### config.mk
export PLATFORM = sky130hd
export DESIGN_NAME = ps2_host_tx
export DESIGN_NICKNAME = d
export VERILOG_FILES = /design/src/rtl/ps2_host_tx.sv
export SDC_FILE = /design/constraint.sdc
export NUM_CORES = 1
export LEC_CHECK = 0
export BUFFER_PORTS_ARGS = -buffer_cell sky130_fd_sc_hd__buf_2
export CAP_MARGIN = 10
export CELL_PAD_IN_SITES_DETAIL_PLACEMENT = 1
export CELL_PAD_IN_SITES_GLOBAL_PLACEMENT = 1
export CORE_MARGIN = 1
export CORE_UTILIZATION = 43
export DETAILED_ROUTE_END_ITERATION = 12
export PLACE_DENSITY_LB_ADDON = 0.1
export SYNTH_ARGS = -nofsm -noshare
export SYNTH_HDL_FRONTEND = slang
export SYNTH_SLANG_ARGS = --single-unit
export TNS_END_PERCENT = 10
### constraint.sdc
create_clock -name clk -period 2 [get_ports clk]
set_clock_uncertainty 0.05 [all_clocks]
set_input_delay 0.3 -clock clk [delete_from_list [all_inputs] [get_ports clk]]
set_output_delay 0.3 -clock clk [all_outputs]
set_load 0.01 [all_outputs]
### src/rtl/ps2_host_tx.sv
// ps2_host_tx -- PS/2 host-to-device command transmitter.
//
// Sends one command byte (e.g. 0xED set-LEDs, 0xFF reset, 0xF4 enable) to a
// PS/2 device. Both PS/2 lines are open-drain: an *_oe output of 1 means the
// pad is pulled low, 0 means it is released.
//
// Sequence: inhibit the clock, issue the request-to-send (clock + data low),
// release the clock, then present one bit per device falling clock edge.
// The device ACKs by holding data low at edge 11.
//
// Ports:
//   clk          system clock (100 MHz)
//   rst          asynchronous, active-high reset
//   tx_data      command byte, latched when tx_valid & tx_ready
//   tx_valid     request to send tx_data
//   tx_ready     high in IDLE
//   tx_done      one-cycle pulse: ACK received and both lines back to idle
//   tx_err       one-cycle pulse: NACK or timeout
//   busy         high in every state except IDLE
//   ps2_clk_in   raw PS2Clk pad level
//   ps2_data_in  raw PS2Data pad level
//   ps2_clk_oe   1 = pull PS2Clk low
//   ps2_data_oe  1 = pull PS2Data low
//
// Optional build macro PS2_TX_RETRY_EN: on NACK or timeout the same byte is
// resent from INHIBIT, up to two retries; tx_err pulses only after the third
// failure and busy stays high throughout. Without the macro the first failure
// goes straight to ERR.
//
// state     | meaning
// ----------+---------------------------------------------------------
// IDLE      | lines released, waiting for tx_valid
// INHIBIT   | clock held low for INHIBIT_CYCLES
// REQ       | clock and data held low (start bit) for REQ_CYCLES
// SHIFT     | clock released; one frame bit per device falling edge
// WAIT_IDLE | ACK seen; waiting for both lines to return high
// ERR       | NACK or timeout; pulse tx_err for one cycle

module ps2_host_tx #(
  parameter int INHIBIT_CYCLES = 12000,
  parameter int REQ_CYCLES     = 200,
  parameter int TIMEOUT_CYCLES = 2000000,
  parameter int FILTER_LEN     = 8
) (
  input  logic       clk,
  input  logic       rst,
  input  logic [7:0] tx_data,
  input  logic       tx_valid,
  output logic       tx_ready,
  output logic       tx_done,
  output logic       tx_err,
  output logic       busy,
  input  logic       ps2_clk_in,
  input  logic       ps2_data_in,
  output logic       ps2_clk_oe,
  output logic       ps2_data_oe
);

  localparam int CW  = 14;
  localparam int TW  = 21;
  localparam int FCW = (FILTER_LEN > 1) ? $clog2(FILTER_LEN) : 1;

  typedef enum logic [2:0] {
    ST_IDLE,
    ST_INHIBIT,
    ST_REQ,
    ST_SHIFT,
    ST_WAIT_IDLE,
    ST_ERR
  } state_t;

  state_t           state_q, state_d;
  logic [1:0]       clk_sync_q, clk_sync_d;
  logic [1:0]       data_sync_q, data_sync_d;
  logic             filt_clk_q, filt_clk_d;
  logic             filt_data_q, filt_data_d;
  logic [FCW-1:0]   fcnt_clk_q, fcnt_clk_d;
  logic [FCW-1:0]   fcnt_data_q, fcnt_data_d;
  logic             fall_clk_q, fall_clk_d;
  logic [CW-1:0]    cnt_q, cnt_d;
  logic [TW-1:0]    tmo_q, tmo_d;
  logic [3:0]       n_q, n_d;
  logic [9:0]       frame_q, frame_d;
  logic             clk_oe_q, clk_oe_d;
  logic             data_oe_q, data_oe_d;
  logic             tx_done_q, tx_done_d;
  logic             fail;
  logic             tmo_hit;
`ifdef PS2_TX_RETRY_EN
  logic [7:0]       byte_q, byte_d;
  logic [1:0]       retry_q, retry_d;
`endif

  // --------------------------------------------------------------------
  // Input conditioning: 2-FF synchronizer, then a level filter that only
  // follows the synchronized input after FILTER_LEN consecutive samples
  // that disagree with the current filtered level.
  // --------------------------------------------------------------------
  always_comb begin
    clk_sync_d  = {clk_sync_q[0], ps2_clk_in};
    data_sync_d = {data_sync_q[0], ps2_data_in};

    filt_clk_d = filt_clk_q;
    fcnt_clk_d = '0;
    if (clk_sync_q[1] != filt_clk_q) begin
      if (fcnt_clk_q == FCW'(FILTER_LEN - 1)) begin
        filt_clk_d = clk_sync_q[1];
      end else begin
        fcnt_clk_d = fcnt_clk_q + 1'b1;
      end
    end

    filt_data_d = filt_data_q;
    fcnt_data_d = '0;
    if (data_sync_q[1] != filt_data_q) begin
      if (fcnt_data_q == FCW'(FILTER_LEN - 1)) begin
        filt_data_d = data_sync_q[1];
      end else begin
        fcnt_data_d = fcnt_data_q + 1'b1;
      end
    end

    fall_clk_d = filt_clk_q & ~filt_clk_d;
  end

  // --------------------------------------------------------------------
  // Transmit FSM
  // --------------------------------------------------------------------
  // Timeout counter only runs once the clock has been released.
  assign tmo_hit = (tmo_q >= TW'(TIMEOUT_CYCLES - 1));

  always_comb begin
    state_d   = state_q;
    cnt_d     = cnt_q;
    tmo_d     = tmo_q;
    n_d       = n_q;
    frame_d   = frame_q;
    data_oe_d = data_oe_q;
    tx_done_d = 1'b0;
    fail      = 1'b0;
`ifdef PS2_TX_RETRY_EN
    byte_d    = byte_q;
    retry_d   = retry_q;
`endif

    if ((state_q == ST_SHIFT || state_q == ST_WAIT_IDLE) && (tmo_q != '1)) begin
      tmo_d = tmo_q + 1'b1;
    end

    unique case (state_q)
      ST_IDLE: begin
        if (tx_valid) begin
          frame_d = {1'b1, ~^tx_data, tx_data};
          cnt_d   = CW'(INHIBIT_CYCLES - 1);
          tmo_d   = '0;
          n_d     = '0;
          state_d = ST_INHIBIT;
`ifdef PS2_TX_RETRY_EN
          byte_d  = tx_data;
          retry_d = '0;
`endif
        end
      end

      ST_INHIBIT: begin
        if (cnt_q == '0) begin
          cnt_d     = CW'(REQ_CYCLES - 1);
          data_oe_d = 1'b1;
          state_d   = ST_REQ;
        end else begin
          cnt_d = cnt_q - 1'b1;
        end
      end

      ST_REQ: begin
        if (cnt_q == '0) begin
          n_d     = 4'd1;
          state_d = ST_SHIFT;
        end else begin
          cnt_d = cnt_q - 1'b1;
        end
      end

      ST_SHIFT: begin
        // Timeout wins over a coincident clock edge.
        if (tmo_hit) begin
          fail = 1'b1;
        end else if (fall_clk_q) begin
          if (n_q == 4'd11) begin
            if (!filt_data_q) begin
              state_d = ST_WAIT_IDLE;
            end else begin
              fail = 1'b1;
            end
          end else begin
            data_oe_d = ~frame_q[0];
            frame_d   = {1'b0, frame_q[9:1]};
            n_d       = n_q + 1'b1;
          end
        end
      end

      ST_WAIT_IDLE: begin
        if (tmo_hit) begin
          fail = 1'b1;
        end else if (filt_clk_q && filt_data_q) begin
          tx_done_d = 1'b1;
          state_d   = ST_IDLE;
        end
      end

      ST_ERR: begin
        state_d = ST_IDLE;
      end

      default: begin
        state_d = ST_IDLE;
      end
    endcase

    if (fail) begin
`ifdef PS2_TX_RETRY_EN
      if (retry_q != 2'd2) begin
        retry_d = retry_q + 1'b1;
        frame_d = {1'b1, ~^byte_q, byte_q};
        cnt_d   = CW'(INHIBIT_CYCLES - 1);
        tmo_d   = '0;
        n_d     = '0;
        state_d = ST_INHIBIT;
      end else begin
        state_d = ST_ERR;
      end
`else
      state_d = ST_ERR;
`endif
    end

    // Pad enables are registered from the next state so they change
    // together with the state and never glitch.
    clk_oe_d = (state_d == ST_INHIBIT) || (state_d == ST_REQ);
    if (state_d == ST_REQ) begin
      data_oe_d = 1'b1;
    end else if (state_d != ST_SHIFT) begin
      data_oe_d = 1'b0;
    end
  end

  always_ff @(posedge clk or posedge rst) begin
    if (rst) begin
      state_q     <= ST_IDLE;
      clk_sync_q  <= 2'b11;
      data_sync_q <= 2'b11;
      filt_clk_q  <= 1'b1;
      filt_data_q <= 1'b1;
      fcnt_clk_q  <= '0;
      fcnt_data_q <= '0;
      fall_clk_q  <= 1'b0;
      cnt_q       <= '0;
      tmo_q       <= '0;
      n_q         <= '0;
      frame_q     <= '0;
      clk_oe_q    <= 1'b0;
      data_oe_q   <= 1'b0;
      tx_done_q   <= 1'b0;
`ifdef PS2_TX_RETRY_EN
      byte_q      <= '0;
      retry_q     <= '0;
`endif
    end else begin
      state_q     <= state_d;
      clk_sync_q  <= clk_sync_d;
      data_sync_q <= data_sync_d;
      filt_clk_q  <= filt_clk_d;
      filt_data_q <= filt_data_d;
      fcnt_clk_q  <= fcnt_clk_d;
      fcnt_data_q <= fcnt_data_d;
      fall_clk_q  <= fall_clk_d;
      cnt_q       <= cnt_d;
      tmo_q       <= tmo_d;
      n_q         <= n_d;
      frame_q     <= frame_d;
      clk_oe_q    <= clk_oe_d;
      data_oe_q   <= data_oe_d;
      tx_done_q   <= tx_done_d;
`ifdef PS2_TX_RETRY_EN
      byte_q      <= byte_d;
      retry_q     <= retry_d;
`endif
    end
  end

  assign ps2_clk_oe  = clk_oe_q;
  assign ps2_data_oe = data_oe_q;
  assign tx_ready    = (state_q == ST_IDLE);
  assign busy        = (state_q != ST_IDLE);
  assign tx_done     = tx_done_q;
  assign tx_err      = (state_q == ST_ERR);

endmodule

## After elaboration in Yosys (flattened, before gate mapping)

Index checks and enable logic that the tools add are counted.

| operators by class | value |
|---|---|
| add/sub/neg operators | 5 |
| order comparisons | 1 |
| eq/ne operators | 24 |
| muxes and demuxes | 51 |
| bitwise operators | 3 |
| reduce and logical (&&, ||, !) cells | 17 |

Operators by type and width:

| operator | count |
|---|---|
| two-way mux 21 bit | 3 |
| two-way mux 14 bit | 3 |
| two-way mux 3 bit | 14 |
| case mux 14 bit (3 select lines) | 1 |
| two-way mux 10 bit | 4 |
| adder 21 x 1 -> 21 bit (second input constant) | 1 |
| greater-or-equal comparator 21 bit (second input constant) | 1 |
| inequality test 21 bit (second input constant) | 1 |
| two-way mux 4 bit | 5 |
| case mux 10 bit (2 select lines) | 1 |
| two-way mux 1 bit | 16 |
| case mux 3 bit (5 select lines) | 1 |
| logical NOT 14 bit | 1 |
| subtractor 14 x 1 -> 14 bit (second input constant) | 1 |
| == test 3 bit (second input constant) | 4 |
| inequality test 2 bit (second input constant) | 6 |
| inequality test 4 x 2 -> 1 bit (second input constant) | 3 |
| case mux 4 bit (3 select lines) | 1 |
| AND reduction 5 bit | 2 |
| == test 3 x 2 -> 1 bit (second input constant) | 3 |
| nonzero test 3 bit | 3 |
| XNOR reduction 8 bit | 1 |
| adder 3 x 1 -> 3 bit (second input constant) | 2 |
| == test 3 x 1 -> 1 bit (second input constant) | 2 |
| 16 further kinds | 21 |

| storage, ports and cells | value |
|---|---|
| bits in registers | 68 |
| input port bits | 13 |

## Logic depth before layout (Yosys ltp)

| logic depth | value |
|---|---|
| word-level depth | 9 |
| mapped depth | 9 |
| mapped depth without buffers | 9 |

## Least setup slack after synthesis

No wires, ideal clock.

| timing path | value |
|---|---|
| kind | reg2reg |
| from | register tmo_q[7] |
| to | register data_oe_q (netlist: ps2_data_oe) |
| setup time | 0.094 ns |
| arrival time | 1.938 ns |
| data required time | 1.856 ns |
| slack | -0.081 ns |
| stages on the path, launching flop included | 7 |
| path buffers | 0 |
| clock period less this slack | 2.081 ns |
| cell sequence | dfrtp_1 -> or3_1 -> a211oi_2 -> nand4_2 -> nand3_2 -> mux2_2 -> a221oi_2 |

| on the way | value |
|---|---|
| word-level cells in the longest chain between the ends | 7 |
| elaborated cells between the ends (all ways) | 18 |
| classes of those cells | order compare: 1; eq/ne: 6; mux: 9; reduce/logical: 2 |

Ends and longest elaborated chain:

| item | line | source |
|---|---|---|
| start: declaration | 81 | `logic [TW-1:0] tmo_q, tmo_d;` |
| start signal: assignment | 279 | `tmo_q <= tmo_d;` |
| greater-or-equal comparator 21 bit (*) | 130 | `assign tmo_hit = (tmo_q >= TW'(TIMEOUT_CYCLES - 1));` |
| two-way mux 3 bit, or another cell as far along | 204 | `if (tmo_hit) begin` |
| case mux 3 bit (5 select lines) or case mux 1 bit (2 select lines) (tied branches) | 150 | `unique case (state_q)` |
| two-way mux 3 bit | 221 | `if (fail) begin` |
| == test 3 x 2 -> 1 bit or inequality test 3 x 2 -> 1 bit (tied branches) | 241, 243 |  |
| inequality test 4 bit (no source line), or another cell as far along | - |  |
| AND reduction 5 bit (no source line) or two-way mux 1 bit (tied branches) | - |  |
| end signal: assignment | 283 | `data_oe_q <= data_oe_d;` |
| end: declaration | 85 | `logic data_oe_q, data_oe_d;` |

Mark *: on every way between the ends. The rest lies on a longest branch, timed or not.
A chain may end at the register's enable or synchronous reset.

## Final worst setup path

| timing path | value |
|---|---|
| from | register tmo_q[16] |
| to | register data_oe_q (netlist: ps2_data_oe) |

The elaborated chain is that of the path after synthesis.

==> summary.txt <==
Timing
  • Maximum clock rate: 484 MHz
  • Number of failing setup endpoints in the final timing report: 6
  • Final period util: 1.03
  • Max-slew violation count: 0
  • Number of hold violations in the final report: 0
  • PnR worst setup slack: -0.0669 ns
  • Min cycle time layout: 2.07 ns
  • Unrepaired setup endpoints after global routing: yes
  • Slew at the pin closest to its max-slew limit: 0.518 ns
  • Tightest slew margin relative to the limit: 0.654

Die
  • Boundary Pins: 19
  • Placeable core area: 8180 um^2
  • Die Span Y: 93.6 um
  • Starting density of the core: 0.441
  • DIE AREA: 8750 um^2
  • Die Wd: 93.6 um
  • Site Rows: 33

Yosys
  • Most common flop cell mapped by yosys: dfrtp_1
  • Flop and latch count out of synthesis: 68
  • Total of warnings raised by yosys: 0
  • Sequential-to-total area share from yosys stat: 0.474
  • Async set or reset register ratio after synthesis: 1.00
  • Cell area after technology mapping: 3600 um^2
  • Ranking of synthesized cells by area: dfrtp_1 (43%), nor2_1 (4.5%), dfstp_2 (4.4%)
  • Number of nets in the synthesized netlist: 383
  • Cell taking the most area after synthesis: dfrtp_1
  • Count of flip-flops with a built-in enable after synthesis: 0
  • Syn Inst Count: 363
  • Per-instance average area after synthesis: 9.93 um^2
  • Distinct cell type count of the synthesized netlist: 58
  • Area share of the largest cell type after synthesis: 0.430

Final layout
  • Final core utilization: 0.574
  • Number of nets at the end of the flow: 470
  • Final standard cell count with taps included and fillers excluded: 560
  • Area growth syn-to-layout: 30.3%
  • Combined flip-flop and latch cell area: 1710 um^2
  • Final non-filler cell area: 4700 um^2
  • Share of final-layout standard cells stronger than drive strength 1: 0.321
  • Antenna Cells: 0
  • Total area of multi-input combinational cells: 1880 um^2
  • Filler Cell Count: 942

Clock network
  • CTS clk-pin slew, worst paths: 0.07 ns
  • Total number of H-tree levels: 3
  • Count of clock tree sinks: 68
  • Number of buffers added by the clock tree synthesis step: 9
  • Clock tree root driver cell: clkbuf_8
  • Buffer depth of the longest clock path: 2
  • CTS tree: yes
  • Insertion delay of the later-clocked pin in the worst-skew pair: 0.35 ns

Critical path
  • Worst setup path start: tmo_q[16]
  • Kind of critical path: flop to flop
  • CP max-delay cell: or4_4
  • Stages on worst setup path: 6
  • Sequence of cells on the critical path: or4_4, nor2_4, nand4_4, nand3_2, mux2_4, a221oi_2
  • Flop2flop setup slack: -0.07 ns
  • Critical path endpoint category: flop
  • Critical path fanouts, max: 5
  • Startpoint type of the worst setup path: flop
  • Category of cells accounting for the largest share of critical-path delay: simple AND/OR/NAND/NOR gates
  • Worst path required time: 2.20 ns
  • Reg-to-Reg Start: tmo_q[16]
  • Critical path buffer and inverter count: 0
  • Data arrival time of the worst path: 2.27 ns
  • Worst path max stage delay: 0.55 ns
  • Worst-case reg-to-reg path depth: 6
  • Capture instance of the worst register-to-register path: ps2_data_oe

Status
  • Violations in the final reports: setup timing
  • Status: finished, violations left

Route
  • Wire length on met2: 4880 um
  • Number of vias per cell: 5.40
  • Number of routed nets with antenna violations: 0
  • Met3 routed WL: 154 um
  • Top sig layer: met4
  • Detailed-route via count: 3,025
  • Total routed wirelength: 9240 um
  • DRC violations left: 0
  • Initial detailed-routing violation count: 95
  • Post-detailed-route wirelength per cell: 16.5 um
  • Met1 wire length: 4130 um
  • Drt pass-1 iters: 4

Global route
  • Maximum number of pins on one net before global-route repair: 34
  • Antenna violations before repair: 0
  • Number of global-route vias before repair: 3,239
  • First-pass GRT wire length: 15,800 um
  • Total congestion overflow: 0
  • GRT Overall Usage: 0.235

Power
  • Total leakage power: 0.00203 uW
  • Total power divided by cell area: 694 nW/um^2
  • IR drop worst, VDD: 0.392 mV

Placed design
  • DPL Wire Length: 6420 um
  • Placed standard-cell area: 4250 um^2
  • Post-placement cell count: 534
  • PortBufs: 18
  • Final GP Congestion: 0.810

Worst hold path
  • Worst hold path stage count: 3
  • Hold Path Class: input port to flop
  • Min-delay src: tx_data[2]
  • Worst-case hold path end point: frame_q[2]

Job
  • Number of max-capacitance violations reported: 0
-- flip-flops by register name, summed over array words and instances, names as in the netlist, 2 cells and up --
register and count:
fcnt_clk_q 3, n_q 4, frame_q 10, data_sync_q 2, clk_sync_q 2, state_q 3
fcnt_data_q 3, tmo_q 21, cnt_q 14
-- how the worst max path moves through the flow --
| stage | slack (ns) | end |
|---|---|---|
| floorplan | -0.03 | cnt_q[12] |
| global placement | -0.03 | state_q[0] |
| detailed placement | -0.08 | state_q[0] |
| CTS | -0.09 | state_q[0] |
| global route | -0.19 | state_q[0] |
| finish | -0.07 | ps2_data_oe |
-- metal layers --
metal	GRT usage	up-vias
li1	-	1465
met2	0.421	22
met3	0.0472	7
met4	0.0769	0
met5	0	-
met1	0.280	1531
-- final cells by class --
type / count / area share
multi-input combinational: 272 / 0.401
sequential: 68 / 0.364
timing repair buffer: 87 / 0.139
clock buffer: 10 / 0.0293
clock inverter: 6 / 0.0285
tap: 105 / 0.0280
inverter: 12 / 0.0104
-- where the power goes --
part           switching (uW)  internal, uW  leakage, uW
sequential               49.8          1460     0.000763
combinational            98.9           108      0.00113
clock                     554           991     0.000137
-- stage by stage --
| stage | setup slack [ns] | hold WS, ns | TNS (ns) | power, uW |
|---|---|---|---|---|
| global placement | -0.0344 | 0.297 | -0.0673 | 1710 |
| finish | -0.0669 | 0.215 | -0.212 | 3260 |
| CTS | -0.0871 | 0.221 | -0.269 | 3300 |
| global route | -0.187 | 0.214 | -2.98 | 3380 |
| detailed placement | -0.0765 | 0.298 | -0.336 | 1740 |
| floorplan | -0.0313 | 0.254 | -0.0855 | 1650 |
-- cells in the final DEF, fill, tap and decap left out, types with 6 or more instances in the layout --
| cell | netlist | routed |
|---|---|---|
| nor3_1 | 9 | 9 |
| buf_4 | 1 | 62 |
| dfrtp_1 | 62 | 62 |
| xor2_1 | 10 | 10 |
| xnor2_1 | 16 | 16 |
| nand3_1 | 10 | 10 |
| o21ai_1 | 0 | 13 |
| dfstp_2 | 6 | 6 |
| o21ai_0 | 28 | 14 |
| a21oi_2 | 1 | 6 |
| buf_2 | 5 | 18 |
| clkbuf_8 | 0 | 10 |
| inv_1 | 12 | 8 |
| mux2i_1 | 9 | 9 |
| a21oi_1 | 24 | 19 |
| nand4_1 | 8 | 8 |
| nand2_1 | 28 | 27 |
| nor2_1 | 43 | 43 |
-- tightest hold or removal path, delay by kind of cell --
family          cells  cell delay, ns
compound gates      1            0.11
buf+inv             1            0.09
mux                 1            0.06
-- cell usage after synthesis, types with 5 or more instances --
library cell / count
and2_1: 6
nor3_1: 9
nand2_1: 28
and3_1: 5
nor2_1: 43
a21oi_1: 24
nand4_1: 8
inv_1: 12
xor2_1: 10
buf_2: 5
mux2i_1: 9
dfrtp_1: 62
dfstp_2: 6
or3_1: 5
o21ai_0: 28
nand3_1: 10
o22a_1: 5
nor3b_1: 5
ha_1: 7
xnor2_1: 16
-- cells by family (layout without fill, tap and decap cells) --
family | count (synthesis) | count (layout) | synth area share
buffers and inverters | 23 | 115 | 0.0288
xor gates and xnor gates | 26 | 26 | 0.0632
DFF | 68 | 68 | 0.474
muxes | 13 | 13 | 0.0375
adders and majority gates | 7 | 7 | 0.0243
and+or+nand+nor | 148 | 148 | 0.226
AOI/OAI and AO/OA | 78 | 78 | 0.146
-- timing repair --
item	4_1_cts	5_1_grt
resized for setup	10	33
hold buffers	3	0
hold endpoints to repair	20	0
setup buffers	2	4
cloned	0	1
pin swaps	6	14
endpoints found under the setup margin	18	46
No activity file was read; power rests on OpenSTA's default activity.
